## config.mk

```make
export PLATFORM = sky130hd
export DESIGN_NAME = axis_row_generator
export DESIGN_NICKNAME = d
export VERILOG_FILES = /design/src/rtl/axis_row_generator_pkg.sv /design/src/rtl/axis_row_generator_row_pattern_gen.sv /design/src/rtl/axis_row_generator.sv
export SDC_FILE = /design/constraint.sdc
export NUM_CORES = 1
export LEC_CHECK = 0
export CAP_MARGIN = 10
export CORE_AREA = 3 3 301 303
export DETAILED_ROUTE_END_ITERATION = 6
export DIE_AREA = 0 0 304 306
export GPL_TIMING_DRIVEN = 0
export PLACE_DENSITY = 0.52
export SYNTH_ARGS = -nofsm -noshare
export SYNTH_HDL_FRONTEND = slang
export SYNTH_SLANG_ARGS = --single-unit
```

## constraint.sdc

```tcl
create_clock -name clk -period 2.26 [get_ports clk]
set_clock_uncertainty 0.05 [all_clocks]
set_input_delay 0.452 -clock clk [delete_from_list [all_inputs] [get_ports clk]]
set_output_delay 0.452 -clock clk [all_outputs]
set_load 0.005 [all_outputs]
```

## src/rtl/axis_row_generator_pkg.sv

```systemverilog
// Shared definitions for the row-data stream generator and any future checker.
package axis_row_generator_pkg;

  // Packet type codes carried in TDATA[511:504]
  localparam logic [7:0] PKT_AXI_REQ = 8'h01;
  localparam logic [7:0] PKT_HEADER  = 8'h02;
  localparam logic [7:0] PKT_TRAILER = 8'h03;

  localparam int PKT_TYPE_MSB = 511;
  localparam int PKT_TYPE_LSB = 504;

  // Field offsets inside an AXI request word
  localparam int REQ_ADDR_LSB = 0;
  localparam int REQ_DATA_LSB = 32;
  localparam int REQ_MODE_BIT = 64;
  localparam int REQ_BITS     = REQ_MODE_BIT + 1;

  // Per-word XOR masks applied to the running pattern value, indexed by word mod 4
  localparam logic [3:0][31:0] PAT_MASKS = {32'h5555_5555, 32'hAAAA_AAAA,
                                            32'hFFFF_FFFF, 32'h0000_0000};

  // Word and bit that a requested corruption flips
  localparam int CORRUPT_WORD = 1;

  typedef enum logic [2:0] {
    ST_IDLE,
    ST_BOUNDARY,
    ST_DATA,
    ST_TRAILER,
    ST_GAP
  } state_t;

endpackage

```

## src/rtl/axis_row_generator_row_pattern_gen.sv

```systemverilog
// Maps a 32-bit pattern value to the 512-bit data beat the row consumer expects.
module axis_row_generator_row_pattern_gen
  import axis_row_generator_pkg::*;
#(
  parameter int DATA_WIDTH = 512
) (
  input  logic [31:0]           value,
  input  logic                  corrupt,
  output logic [DATA_WIDTH-1:0] beat
);

  genvar gi;
  generate
    for (gi = 0; gi < DATA_WIDTH / 32; gi++) begin : g_word
      if (gi == CORRUPT_WORD) begin : g_flip
        // The corruptible word gets its LSB flipped on request
        assign beat[gi*32 +: 32] = value ^ PAT_MASKS[gi % 4] ^ {31'd0, corrupt};
      end else begin : g_plain
        assign beat[gi*32 +: 32] = value ^ PAT_MASKS[gi % 4];
      end
    end
  endgenerate

endmodule

```

## src/rtl/axis_row_generator.sv

```systemverilog
// Row-data stream source: header / data / trailer rows with AXI request packets
// slipped in between rows. The FSM decides which beat to load into the output
// register, so under TREADY=1 a new beat is loaded on every cycle.
module axis_row_generator
  import axis_row_generator_pkg::*;
#(
  parameter int DATA_WIDTH  = 512,
  parameter int DATA_CYCLES = 32
) (
  input  logic                  clk,
  input  logic                  resetn,
  input  logic                  start,
  input  logic                  abort,
  input  logic [63:0]           row_count,
  input  logic [15:0]           row_gap,
  input  logic [31:0]           seed,
  input  logic                  inject_error,
  output logic                  idle,
  output logic [63:0]           rows_sent,
  input  logic [71:0]           AXI_REQ_IN_TDATA,
  input  logic                  AXI_REQ_IN_TVALID,
  output logic                  AXI_REQ_IN_TREADY,
  output logic [DATA_WIDTH-1:0] AXIS_OUT_TDATA,
  output logic                  AXIS_OUT_TVALID,
  input  logic                  AXIS_OUT_TREADY,
  output logic                  AXIS_OUT_TLAST
);

  localparam int CNT_W = $clog2(DATA_CYCLES) + 1;

  state_t                  state_reg, state_next;
  logic                    out_valid_reg, out_last_reg;
  logic [DATA_WIDTH-1:0]   out_data_reg;
  logic [63:0]             rows_sent_reg, rows_loaded_reg, row_count_reg;
  logic [15:0]             row_gap_reg, gap_cnt_reg, gap_cnt_next;
  logic [CNT_W-1:0]        data_cnt_reg, data_cnt_next;
  logic [31:0]             pattern_reg;
  logic                    err_reg, abort_reg;

  logic                    can_load, req_ready, req_fire, start_fire, done;
  logic                    trailer_accept;
  logic                    load_en, load_last, pat_step, row_step;
  logic [DATA_WIDTH-1:0]   load_data, req_beat, hdr_beat, trl_beat, pat_beat;
  logic                    unused_req_bits;

  // Bits above the mode flag carry nothing
  assign unused_req_bits = ^AXI_REQ_IN_TDATA[71:REQ_BITS];

  assign can_load   = !out_valid_reg || AXIS_OUT_TREADY;
  assign req_ready  = resetn && can_load &&
                      (state_reg == ST_IDLE || state_reg == ST_BOUNDARY || state_reg == ST_GAP);
  assign req_fire   = AXI_REQ_IN_TVALID && req_ready;
  assign start_fire = start && (state_reg == ST_IDLE);
  assign done       = abort_reg || ((row_count_reg != 64'd0) && (rows_loaded_reg == row_count_reg));
  assign trailer_accept = out_valid_reg && AXIS_OUT_TREADY && out_last_reg &&
                          (out_data_reg[PKT_TYPE_MSB:PKT_TYPE_LSB] == PKT_TRAILER);

  axis_row_generator_row_pattern_gen #(
    .DATA_WIDTH(DATA_WIDTH)
  ) u_pattern (
    .value   (pattern_reg),
    .corrupt (err_reg),
    .beat    (pat_beat)
  );

  // Assemble the non-data beat formats from the current row index / request word
  always_comb begin
    req_beat = '0;
    req_beat[PKT_TYPE_MSB:PKT_TYPE_LSB] = PKT_AXI_REQ;
    req_beat[REQ_BITS-1:0] = AXI_REQ_IN_TDATA[REQ_BITS-1:0];
    hdr_beat = '0;
    hdr_beat[PKT_TYPE_MSB:PKT_TYPE_LSB] = PKT_HEADER;
    hdr_beat[63:0] = rows_loaded_reg;
    trl_beat = '0;
    trl_beat[PKT_TYPE_MSB:PKT_TYPE_LSB] = PKT_TRAILER;
    trl_beat[63:0] = rows_loaded_reg;
    trl_beat[95:64] = 32'(DATA_CYCLES);
  end

  // Next-state logic and choice of the beat to load into the output register
  always_comb begin
    state_next    = state_reg;
    load_en       = 1'b0;
    load_last     = 1'b0;
    load_data     = '0;
    pat_step      = 1'b0;
    row_step      = 1'b0;
    data_cnt_next = data_cnt_reg;
    gap_cnt_next  = gap_cnt_reg;
    case (state_reg)
      ST_IDLE: begin
        if (req_fire) begin
          load_en   = 1'b1;
          load_data = req_beat;
          load_last = 1'b1;
        end
        if (start) state_next = ST_BOUNDARY;
      end
      ST_BOUNDARY: begin
        if (req_fire) begin
          load_en   = 1'b1;
          load_data = req_beat;
          load_last = 1'b1;
        end else if (done) begin
          // Leave only once the last trailer is out, so rows_sent is final at idle
          if (can_load) state_next = ST_IDLE;
        end else if (can_load) begin
          load_en       = 1'b1;
          load_data     = hdr_beat;
          data_cnt_next = '0;
          state_next    = ST_DATA;
        end
      end
      ST_DATA: begin
        if (can_load) begin
          load_en       = 1'b1;
          load_data     = pat_beat;
          pat_step      = 1'b1;
          data_cnt_next = data_cnt_reg + 1'b1;
          if (data_cnt_reg == CNT_W'(DATA_CYCLES - 1)) state_next = ST_TRAILER;
        end
      end
      ST_TRAILER: begin
        if (can_load) begin
          load_en      = 1'b1;
          load_data    = trl_beat;
          load_last    = 1'b1;
          row_step     = 1'b1;
          gap_cnt_next = row_gap_reg;
          state_next   = (row_gap_reg == 16'd0) ? ST_BOUNDARY : ST_GAP;
        end
      end
      ST_GAP: begin
        if (req_fire) begin
          load_en   = 1'b1;
          load_data = req_beat;
          load_last = 1'b1;
        end
        gap_cnt_next = gap_cnt_reg - 1'b1;
        if (gap_cnt_reg <= 16'd1) state_next = ST_BOUNDARY;
      end
      default: state_next = ST_IDLE;
    endcase
  end

  // State, output register, counters and latched dataset settings
  always_ff @(posedge clk) begin
    if (!resetn) begin
      state_reg       <= ST_IDLE;
      out_valid_reg   <= 1'b0;
      out_last_reg    <= 1'b0;
      out_data_reg    <= '0;
      rows_sent_reg   <= '0;
      rows_loaded_reg <= '0;
      row_count_reg   <= '0;
      row_gap_reg     <= '0;
      gap_cnt_reg     <= '0;
      data_cnt_reg    <= '0;
      pattern_reg     <= '0;
      err_reg         <= 1'b0;
      abort_reg       <= 1'b0;
    end else begin
      state_reg    <= state_next;
      data_cnt_reg <= data_cnt_next;
      gap_cnt_reg  <= gap_cnt_next;

      if (load_en) begin
        out_valid_reg <= 1'b1;
        out_data_reg  <= load_data;
        out_last_reg  <= load_last;
      end else if (AXIS_OUT_TREADY) begin
        out_valid_reg <= 1'b0;
      end

      if (start_fire) begin
        row_count_reg <= row_count;
        row_gap_reg   <= row_gap;
      end

      if (start_fire)    pattern_reg <= seed;
      else if (pat_step) pattern_reg <= pattern_reg + 32'd1;

      // A pulse coinciding with a data load is kept for the following beat
      if (pat_step)          err_reg <= inject_error;
      else if (inject_error) err_reg <= 1'b1;

      if (start_fire)          rows_sent_reg <= '0;
      else if (trailer_accept) rows_sent_reg <= rows_sent_reg + 64'd1;

      if (start_fire)    rows_loaded_reg <= '0;
      else if (row_step) rows_loaded_reg <= rows_loaded_reg + 64'd1;

      if (state_next == ST_IDLE) abort_reg <= 1'b0;
      else if (abort)            abort_reg <= 1'b1;
    end
  end

  assign idle              = (state_reg == ST_IDLE);
  assign rows_sent         = rows_sent_reg;
  assign AXI_REQ_IN_TREADY = req_ready;
  assign AXIS_OUT_TDATA    = out_data_reg;
  assign AXIS_OUT_TVALID   = out_valid_reg;
  assign AXIS_OUT_TLAST    = out_last_reg;

endmodule

```

* After elaboration in Yosys (flattened, before gate mapping) *
Index checks and enable logic that the tools add are counted.

operators by class
  add/sub/neg operators = 5
  bitwise logic cells = 5
  reductions and logical operators = 29
  equal/unequal tests = 12
  mux-type cells = 39
  $lt $le $gt $ge = 1

operators with widths
  kind                                                   number
  case mux 512 bit (4 select lines)                      1
  2-to-1 mux 506 bit                                     4
  2-to-1 mux 512 bit                                     1
  2-to-1 mux 505 bit                                     1
  adder 64 x 1 -> 64 bit (second input constant)         2
  == test 64 bit                                         1
  2-to-1 mux 32 bit                                      2
  nonzero test 64 bit                                    1
  adder 32 x 1 -> 32 bit (second input constant)         1
  inverter 16 bit                                        2
  inverter 32 bit                                        1
  case mux 16 bit (2 select lines)                       1
  bitwise XOR 32 x 1 -> 32 bit                           1
  2-to-1 mux 3 bit                                       10
  2-to-1 mux 6 bit                                       4
  <= comparator 16 x 1 -> 1 bit (second input constant)  1
  zero test 16 bit                                       1
  2-to-1 mux 16 bit                                      1
  subtractor 16 x 1 -> 16 bit (second input constant)    1
  case mux 3 bit (5 select lines)                        1
  case mux 6 bit (2 select lines)                        1
  2-to-1 mux 1 bit                                       10
  inequality test 2 bit (second input constant)          5
  nonzero test 2 bit                                     5
  17 further kinds                                       32

storage, ports and cells
  input bits = 191
  flip-flop bits (word level) = 781
  logic and storage cells = 104

* Logic depth before layout (Yosys ltp) *
Gate-level depths: netlist (run 1).

  depth in word-level cells = 9
  depth in mapped cells = 9
  mapped depth without buffers = 7

* By module *
From an unflattened synthesis (run 1), not the netlist that was laid out.

second synthesis, totals
  cells, all modules = 3855
  area total of the unflattened synthesis = 35900.7 um2

by module, submodules not included
  module                              cells each  area an instance (um2)  sequential area each (um2)  times used
  axis_row_generator                  3343        32175.9                 15635.0                     1
  axis_row_generator_row_pattern_gen  512         3724.8                  0.0                         1

* Worst setup path after synthesis (run 1) *
Ideal clock, no wire load.

  path kind = register to register
  start point = reg gap_cnt_reg[3]
  end point = reg gap_cnt_reg[12]
  arrival time = 2.102 ns
  path slack = -0.024 ns
  cell stages (with the launch flop) = 7
  clock period less this slack = 2.284 ns
  cell sequence = dfxtp_1 > or4_1 > buf_2 > or4_4 > or4_4 > o221ai_2 > a31oi_1

on the way
  cells in the longest elaborated chain, start to end = 2

RTL lines
  element                           line                       source
  start: declaration                axis_row_generator.sv:35   logic [15:0] row_gap_reg, gap_cnt_reg, gap_cnt_next;
  start signal: assignment          axis_row_generator.sv:165  gap_cnt_reg <= gap_cnt_next;
  subtractor 16 x 1 -> 16 bit       axis_row_generator.sv:139  gap_cnt_next = gap_cnt_reg - 1'b1;
  case mux 16 bit (2 select lines)  axis_row_generator.sv:90   case (state_reg)

No other way between the ends.
A chain may end at the register's enable or synchronous reset.

* Worst setup path in the final report (run 1) *
  start point = reg row_count_reg[13]
  end point = reg data_cnt_reg[1]

on the way
  cells in the longest elaborated chain, start to end = 5
  elaborated cells between the ends (all ways) = 6
  classes of those cells = eq/ne: 2; reduce/logical: 4

RTL lines
  element                                                line                       source
  start: declaration                                     axis_row_generator.sv:34   logic [63:0] rows_sent_reg, rows_loaded_reg, row_count_reg;
  start signal: assignment                               axis_row_generator.sv:176  row_count_reg <= row_count;
  == test 64 bit or nonzero test 64 bit (tied branches)  axis_row_generator.sv:54   assign done = abort_reg || ((row_count_reg != 64'd0) && (rows_loaded_reg == row_count_reg));
  logical AND 1 bit (*)                                  axis_row_generator.sv:54
  logical OR 1 bit (*)                                   axis_row_generator.sv:54
  inequality test 2 bit (no source line) (*)             -
  AND reduction 5 bit (no source line) (*)               -
  end signal: assignment                                 axis_row_generator.sv:164  data_cnt_reg <= data_cnt_next;
  end: declaration                                       axis_row_generator.sv:36   logic [CNT_W-1:0] data_cnt_reg, data_cnt_next;

Mark *: on every way between the ends. The rest lies on a longest branch, timed or not.

==> impl_metrics.toml, run 1 <==
[sta]
fin_ws_ns = -0.235
fmax_ghz = 0.401
maxSlewHeadroom_pct = 36.5
min_period_over_period_pct = 110
final_hold_viol_count = 0
tightest_slew_ns = 0.952
rsz0062_at_grt = "yes"
fin_crit_ns = 2.49
finalSetupViolations = 175
slew_viol_final = 0

[finish]
regArea_um2 = 8460
utilization_pct = 43.0
multi_input_area_um2 = 12600
syn_to_final_growth_pct = 65.4
fillCellCount = 8704
drive_above_1_share_pct = 30.1
stdcell_area_um2 = 38000
most-common-layout-cells = "clkdlybuf4s50_1 (703), buf_4 (471), nand2_1 (289)"
final_common_cell = "clkdlybuf4s50_1"
nets = 4023
largest_register_ffs = 132

[synth]
syn_area_um2 = 23000
synth_cells = 2892
async_flop_share_pct = 0
synth-edff-count = 0
avgSynthCellArea_um2 = 7.94
yosysUniqueCellTypes = 78
synth_ff_type = "dfxtp_1"
synth_warnings = 0
ys_seq_elements = 401
yosysSeqAreaShare_pct = 35.0
synth_nets = 3089

[critical_path]
reg2reg_slack_ns = -0.23
reg2reg_to = "data_cnt_reg[1]"
cp.arrival_ns = 2.88
r2r_cells = 8
startpoint = "row_count_reg[13]"
endpoint = "data_cnt_reg[1]"
cp-start-kind = "register"
required_ns = 2.65
path_class = "register to register"
end_kind = "register"
cp_max_fo = 7
rr_startpoint = "row_count_reg[13]"

[die]
die_y_um = 306
io_pins = 771
start_util_pct = 26.0
rows = 109
dieArea_um2 = 93000
die_w_um = 304
core_um2 = 88200

[global_route]
antenna_found_initial = 16
grt_pass1_vias = 24100
overflow = 0
grt_max_degree = 14
grt_pass1_wl_mm = 180
grt_usage_pct = 26.1

[clock_network]
root_buffer = "clkbuf_16"
numCtsBuffers = 48
cts_buffer_depth = 3
clkTransAtPathRegs_ns = 0.07
cts_tree = "built"
cts_hold_buffers = 0
ctsHtreeMaxLevel = 2
clock_sinks = 401
worstSkewPairLatency_ns = 0.62

[placement]
gp_congestion = 0.931
place_area_um2 = 32000
preCtsSetupSlack_ns = -1.69
hpwlAfterDp_mm = 100
port_buffers = 763

[route]
via_count = 26000
dr.pass1.iters = 6
route.antenna.remaining_nets = 0
post_drt_wl_per_cell_um = 25.8
drc = 0
via_per_inst = 5.17
wirelength_mm = 130
drtIter0Drc = 2349

[min_path]
hold_class = "input port to register"

[status]
outcome = "finished with violations"
violations = "negative setup slack"

[flow_run]
drv_cap = 0

[power]
powerDensity_nw_per_um2 = 844
leakage_uw = 0.0144
peakVddDrop_v = 0.000454
[power breakdown]
| group | switching, µW | internal, µW | leakage [µW] |
|---|---|---|---|
| registers | 1770 | 8060 | 0.00337 |
| logic | 6700 | 7370 | 0.0103 |
| clock network | 3410 | 4740 | 0.000814 |
| total | 11900 | 20200 | 0.0144 |
[metal layers]
layer  GRT usage (%)  vias up  wire, µm
met4            11.3       12      6310
met1            29.8    12500     47800
met3            5.47      255     10500
met2            46.8     1282     65400
li1                -    12000         -
met5               0        -        87
[area by class of cell]
cell class | instances | area share [%]
diodes | 8 | 0.0527
plain buffers | 590 | 11.4
clock buffers | 70 | 3.75
clock inverters | 18 | 0.570
inverters | 23 | 0.227
multi-input cells | 1849 | 33.1
flip-flops and latches | 401 | 22.3
well taps | 1165 | 3.84
repair buffers | 913 | 24.8
[how the worst min path moves through the flow]
stage | start | slack (ns) | depth (start not counted) | endpoint
final | row_count[47] | 0.34 | 3 | row_count_reg[47]
after global routing | row_count[46] | 0.35 | 3 | row_count_reg[46]
after CTS | row_count[29] | 0.32 | 3 | row_count_reg[29]
after detailed placement | AXIS_OUT_TDATA[64] | 0.41 | 2 | AXIS_OUT_TDATA[64]
after global placement | AXIS_OUT_TDATA[64] | 0.41 | 2 | AXIS_OUT_TDATA[64]
after floorplan | row_gap_reg[13] | 0.40 | 2 | row_gap_reg[13]
[worst max-delay path, cell delays in order (launching register included)]
cell and delay (ns):
dfxtp_1 0.36, nor4_2 0.31, nand4_1 0.18, or4_4 0.54, and3_4 0.24, buf_12 0.16, buf_12 0.13, a21oi_4 0.28
nor3_1 0.07
[timing repair]
action | CTS | global route
setup endpoints to repair | 841 | 360
resized for setup | 606 | 371
pin swaps | 50 | 131
buffers inserted | 75 | 55
cloned | 9 | 14
[cells in the mapped netlist, types with 4 or more instances]
cell type / n / area (µm²)
o31ai_1: 21 / 158
or4_1: 6 / 45.0
nor4_1: 39 / 244
a21oi_1: 229 / 1150
nor3_1: 43 / 215
buf_2: 39 / 195
nor2_1: 236 / 886
o211ai_1: 4 / 30.0
xor2_1: 92 / 806
a222oi_1: 4 / 40.0
dfxtp_1: 401 / 8030
nand2_1: 295 / 1110
or3_1: 33 / 206
a221oi_1: 24 / 210
o22ai_1: 33 / 206
a22oi_1: 35 / 263
nand2b_1: 5 / 31.3
and2_1: 12 / 75.1
nand4_1: 135 / 845
o221ai_1: 20 / 175
o21ai_0: 99 / 495
and4_1: 22 / 193
inv_1: 22 / 82.6
a32o_1: 30 / 300
and3_1: 43 / 269
ha_1: 6 / 75.1
buf_6: 4 / 45.0
a311o_1: 44 / 440
a311oi_1: 4 / 35.0
o32ai_1: 4 / 35.0
clkbuf_1: 179 / 672
buf_4: 382 / 2870
o311ai_0: 4 / 35.0
nand3_1: 60 / 300
a31oi_1: 67 / 419
nor2b_1: 4 / 25.0
xnor2_1: 87 / 762
o21a_1: 23 / 173
buf_1: 15 / 56.3
a211oi_1: 35 / 263
[stage by stage]
step                instances  total power (µW)  TNS [ns]  hold slack (ns)
floorplan                2892             14700   -0.0132            0.396
global placement         4820             21200   -495.79            0.410
detailed placement       4820             21300   -498.47            0.413
CTS                      4972             30900    -21.03            0.320
global route             5034             33300    -43.03            0.347
finish                   5037             32000    -23.55            0.339
[logic make-up after synthesis]
| group | count (synthesis) | synth area share [%] |
|---|---|---|
| AND/OR/NAND/NOR | 964 | 20.7 |
| multiplexers | 3 | 0.131 |
| flip-flops | 401 | 35.0 |
| adder cells (fa/ha/maj) | 6 | 0.327 |
| buffers and inverters | 642 | 17.1 |
| AO/OA/AOI/OAI | 697 | 19.9 |
| XOR/XNOR | 179 | 6.83 |
Power figures use the tool's default switching activity.
==> run 2: changes to the inputs <==
--- a/config.mk
+++ b/config.mk
@@ -10,7 +10,7 @@
 export DETAILED_ROUTE_END_ITERATION = 6
 export DIE_AREA = 0 0 304 306
 export GPL_TIMING_DRIVEN = 0
-export PLACE_DENSITY = 0.52
+export PLACE_DENSITY = 0.5
 export SYNTH_ARGS = -nofsm -noshare
 export SYNTH_HDL_FRONTEND = slang
 export SYNTH_SLANG_ARGS = --single-unit
==> constraint.sdc (replaced) <==
create_clock -name clk -period 2.9 [get_ports clk]
set_clock_uncertainty 0.05 [all_clocks]
set_input_delay 0.58 -clock clk [delete_from_list [all_inputs] [get_ports clk]]
set_output_delay 0.58 -clock clk [all_outputs]
set_load 0.005 [all_outputs]
==> impl_metrics.toml, run 2 (synthesis results as in run 1) <==
[global_route]
grt_pass1_wl_mm = 175
overflow = 0
grt_pass1_vias = 23500
grt_usage_pct = 25.4
antenna_found_initial = 11
grt_max_degree = 15

[power]
peakVddDrop_v = 0.000380
leakage_uw = 0.0123
powerDensity_nw_per_um2 = 675

[critical_path]
required_ns = 3.30
cp-start-kind = "register"
end_kind = "register"
path_class = "register to register"
rr_startpoint = "rows_loaded_reg[43]"
cp_top_family = "buffers and inverters"
cpPeakStageDelay_ns = 0.66
slowest_stage = "dfxtp_1"
startpoint = "rows_loaded_reg[43]"
worstPathCellList = "xnor2_1, nand4_1, nor4_4, buf_4, buf_2, nand3_4, clkbuf_2, o221ai_1, a31oi_1"
cp.arrival_ns = 3.25
critical_path_buf_inv_count = 3
cp_max_fo = 10

[finish]
final_common_cell = "clkdlybuf4s50_1"
syn_to_final_growth_pct = 48.3
nets = 3909
most-common-layout-cells = "clkdlybuf4s50_1 (762), buf_4 (392), dfxtp_1 (390)"
largest_register_ffs = 132
fillCellCount = 9180
drive_above_1_share_pct = 16.3
utilization_pct = 38.6

[placement]
gp_congestion = 0.933
preCtsSetupSlack_ns = -1.15
hpwlAfterDp_mm = 100
port_buffers = 763

[die]
die_y_um = 306
die_w_um = 304
core_um2 = 88200
dieArea_um2 = 93000
start_util_pct = 26.0
io_pins = 771
rows = 109

[route]
post_drt_wl_per_cell_um = 25.4
drtIter0Drc = 2029
dr.pass1.iters = 6
wirelength_mm = 125
drc = 0
via_count = 24900
route.antenna.remaining_nets = 0
via_per_inst = 5.06

[clock_network]
clkTransAtPathRegs_ns = 0.06
cts_buffer_depth = 3
worstSkewPairLatency_ns = 0.63
root_buffer = "clkbuf_16"
numCtsBuffers = 50
cts_tree = "built"
clock_sinks = 401
ctsHtreeMaxLevel = 2

[sta]
slew_viol_final = 0
final_hold_viol_count = 0
min_period_over_period_pct = 98.5
maxSlewHeadroom_pct = 36.1
rsz0062_at_grt = "yes"
fmax_ghz = 0.350
fin_ws_ns = 0.0435
tightest_slew_ns = 0.955
fin_crit_ns = 2.86
finalSetupViolations = 0

[flow_run]
drv_cap = 0

[status]
outcome = "completed"

[min_path]
min-delay-start = "AXIS_OUT_TDATA[0]"
hold_class = "register to register"
==> run 2: layout make-up <==
class                           instances  area (µm²)  area share [%]
Multi-Input combinational cell       1849       11200            32.9
Clock inverter                         16         176           0.518
Buffer                                612        3870            11.4
Inverter                               23        86.3           0.254
Clock buffer                           71        1440            4.23
Timing Repair Buffer                  775        7750            22.8
Tap cell                             1165        1460            4.28
Sequential cell                       401        8040            23.6
Antenna cell                            6        15.0          0.0441
==> run 2: repair_timing <==
item,in CTS,in global routing
pin swaps,3,4
cloned,0,0
resized for setup,47,52
setup endpoints to repair,354,157
buffers inserted,2,10
hold buffers,0,0
==> run 2: worst register-to-register path: stages (launching register included) <==
cell	delay, ns
dfxtp_1	0.66
xnor2_1	0.19
nand4_1	0.19
nor4_4	0.19
buf_4	0.20
buf_2	0.31
nand3_4	0.20
clkbuf_2	0.27
o221ai_1	0.32
a31oi_1	0.13
==> run 2: routing by layer <==
layer	global-route usage (%)	vias up	wire length, µm	part of all wire (%)
li1	-	11600	-	-
met1	29.2	11900	47500	38
met2	45.3	1144	61800	49
met3	5.82	218	9820	7.9
met4	10.5	8	5750	4.6
met5	0	-	71	0.057
==> run 2: worst paths after layout <==
| kind | end | slack (ns) | cells after the start |
|---|---|---|---|
| setup / recovery | AXIS_OUT_TDATA[37] | 0.04 | 9 |
| hold / removal | AXIS_OUT_TDATA[0] | 0.43 | 2 |
| hold reg to reg | AXIS_OUT_TDATA[0] | 0.43 | 2 |
| setup reg to reg | AXIS_OUT_TDATA[37] | 0.04 | 9 |
==> run 2: power breakdown <==
part / internal [µW] / switching [µW] / total [µW]
clock: 3630 / 2630 / 6260
sequential: 6250 / 1130 / 7380
combinational: 4530 / 4790 / 9320
total: 14400 / 8550 / 23000
==> run 2: through the flow <==
stage               total power (µW)  instance area (µm²)  cells  hold slack [ns]  setup TNS, ns
finish                         23000                34000   4918            0.428              0
global route                   24000                34000   4913            0.460       -0.00205
CTS                            23000                33800   4902            0.427              0
detailed placement             16600                32000   4820            0.414        -299.34
global placement               16500                32000   4820            0.403        -298.02
floorplan                      11400                23000   2892            0.396              0
==> run 3: changes to the inputs <==
--- a/config.mk
+++ b/config.mk
@@ -5,6 +5,7 @@
 export SDC_FILE = /design/constraint.sdc
 export NUM_CORES = 1
 export LEC_CHECK = 0
+export ABC_CLOCK_PERIOD_IN_PS = 2900
 export CAP_MARGIN = 10
 export CORE_AREA = 3 3 301 303
 export DETAILED_ROUTE_END_ITERATION = 6
==> results of run 3 <==
Same layout as run 2: the final DEF is identical, and so are final timing and power.
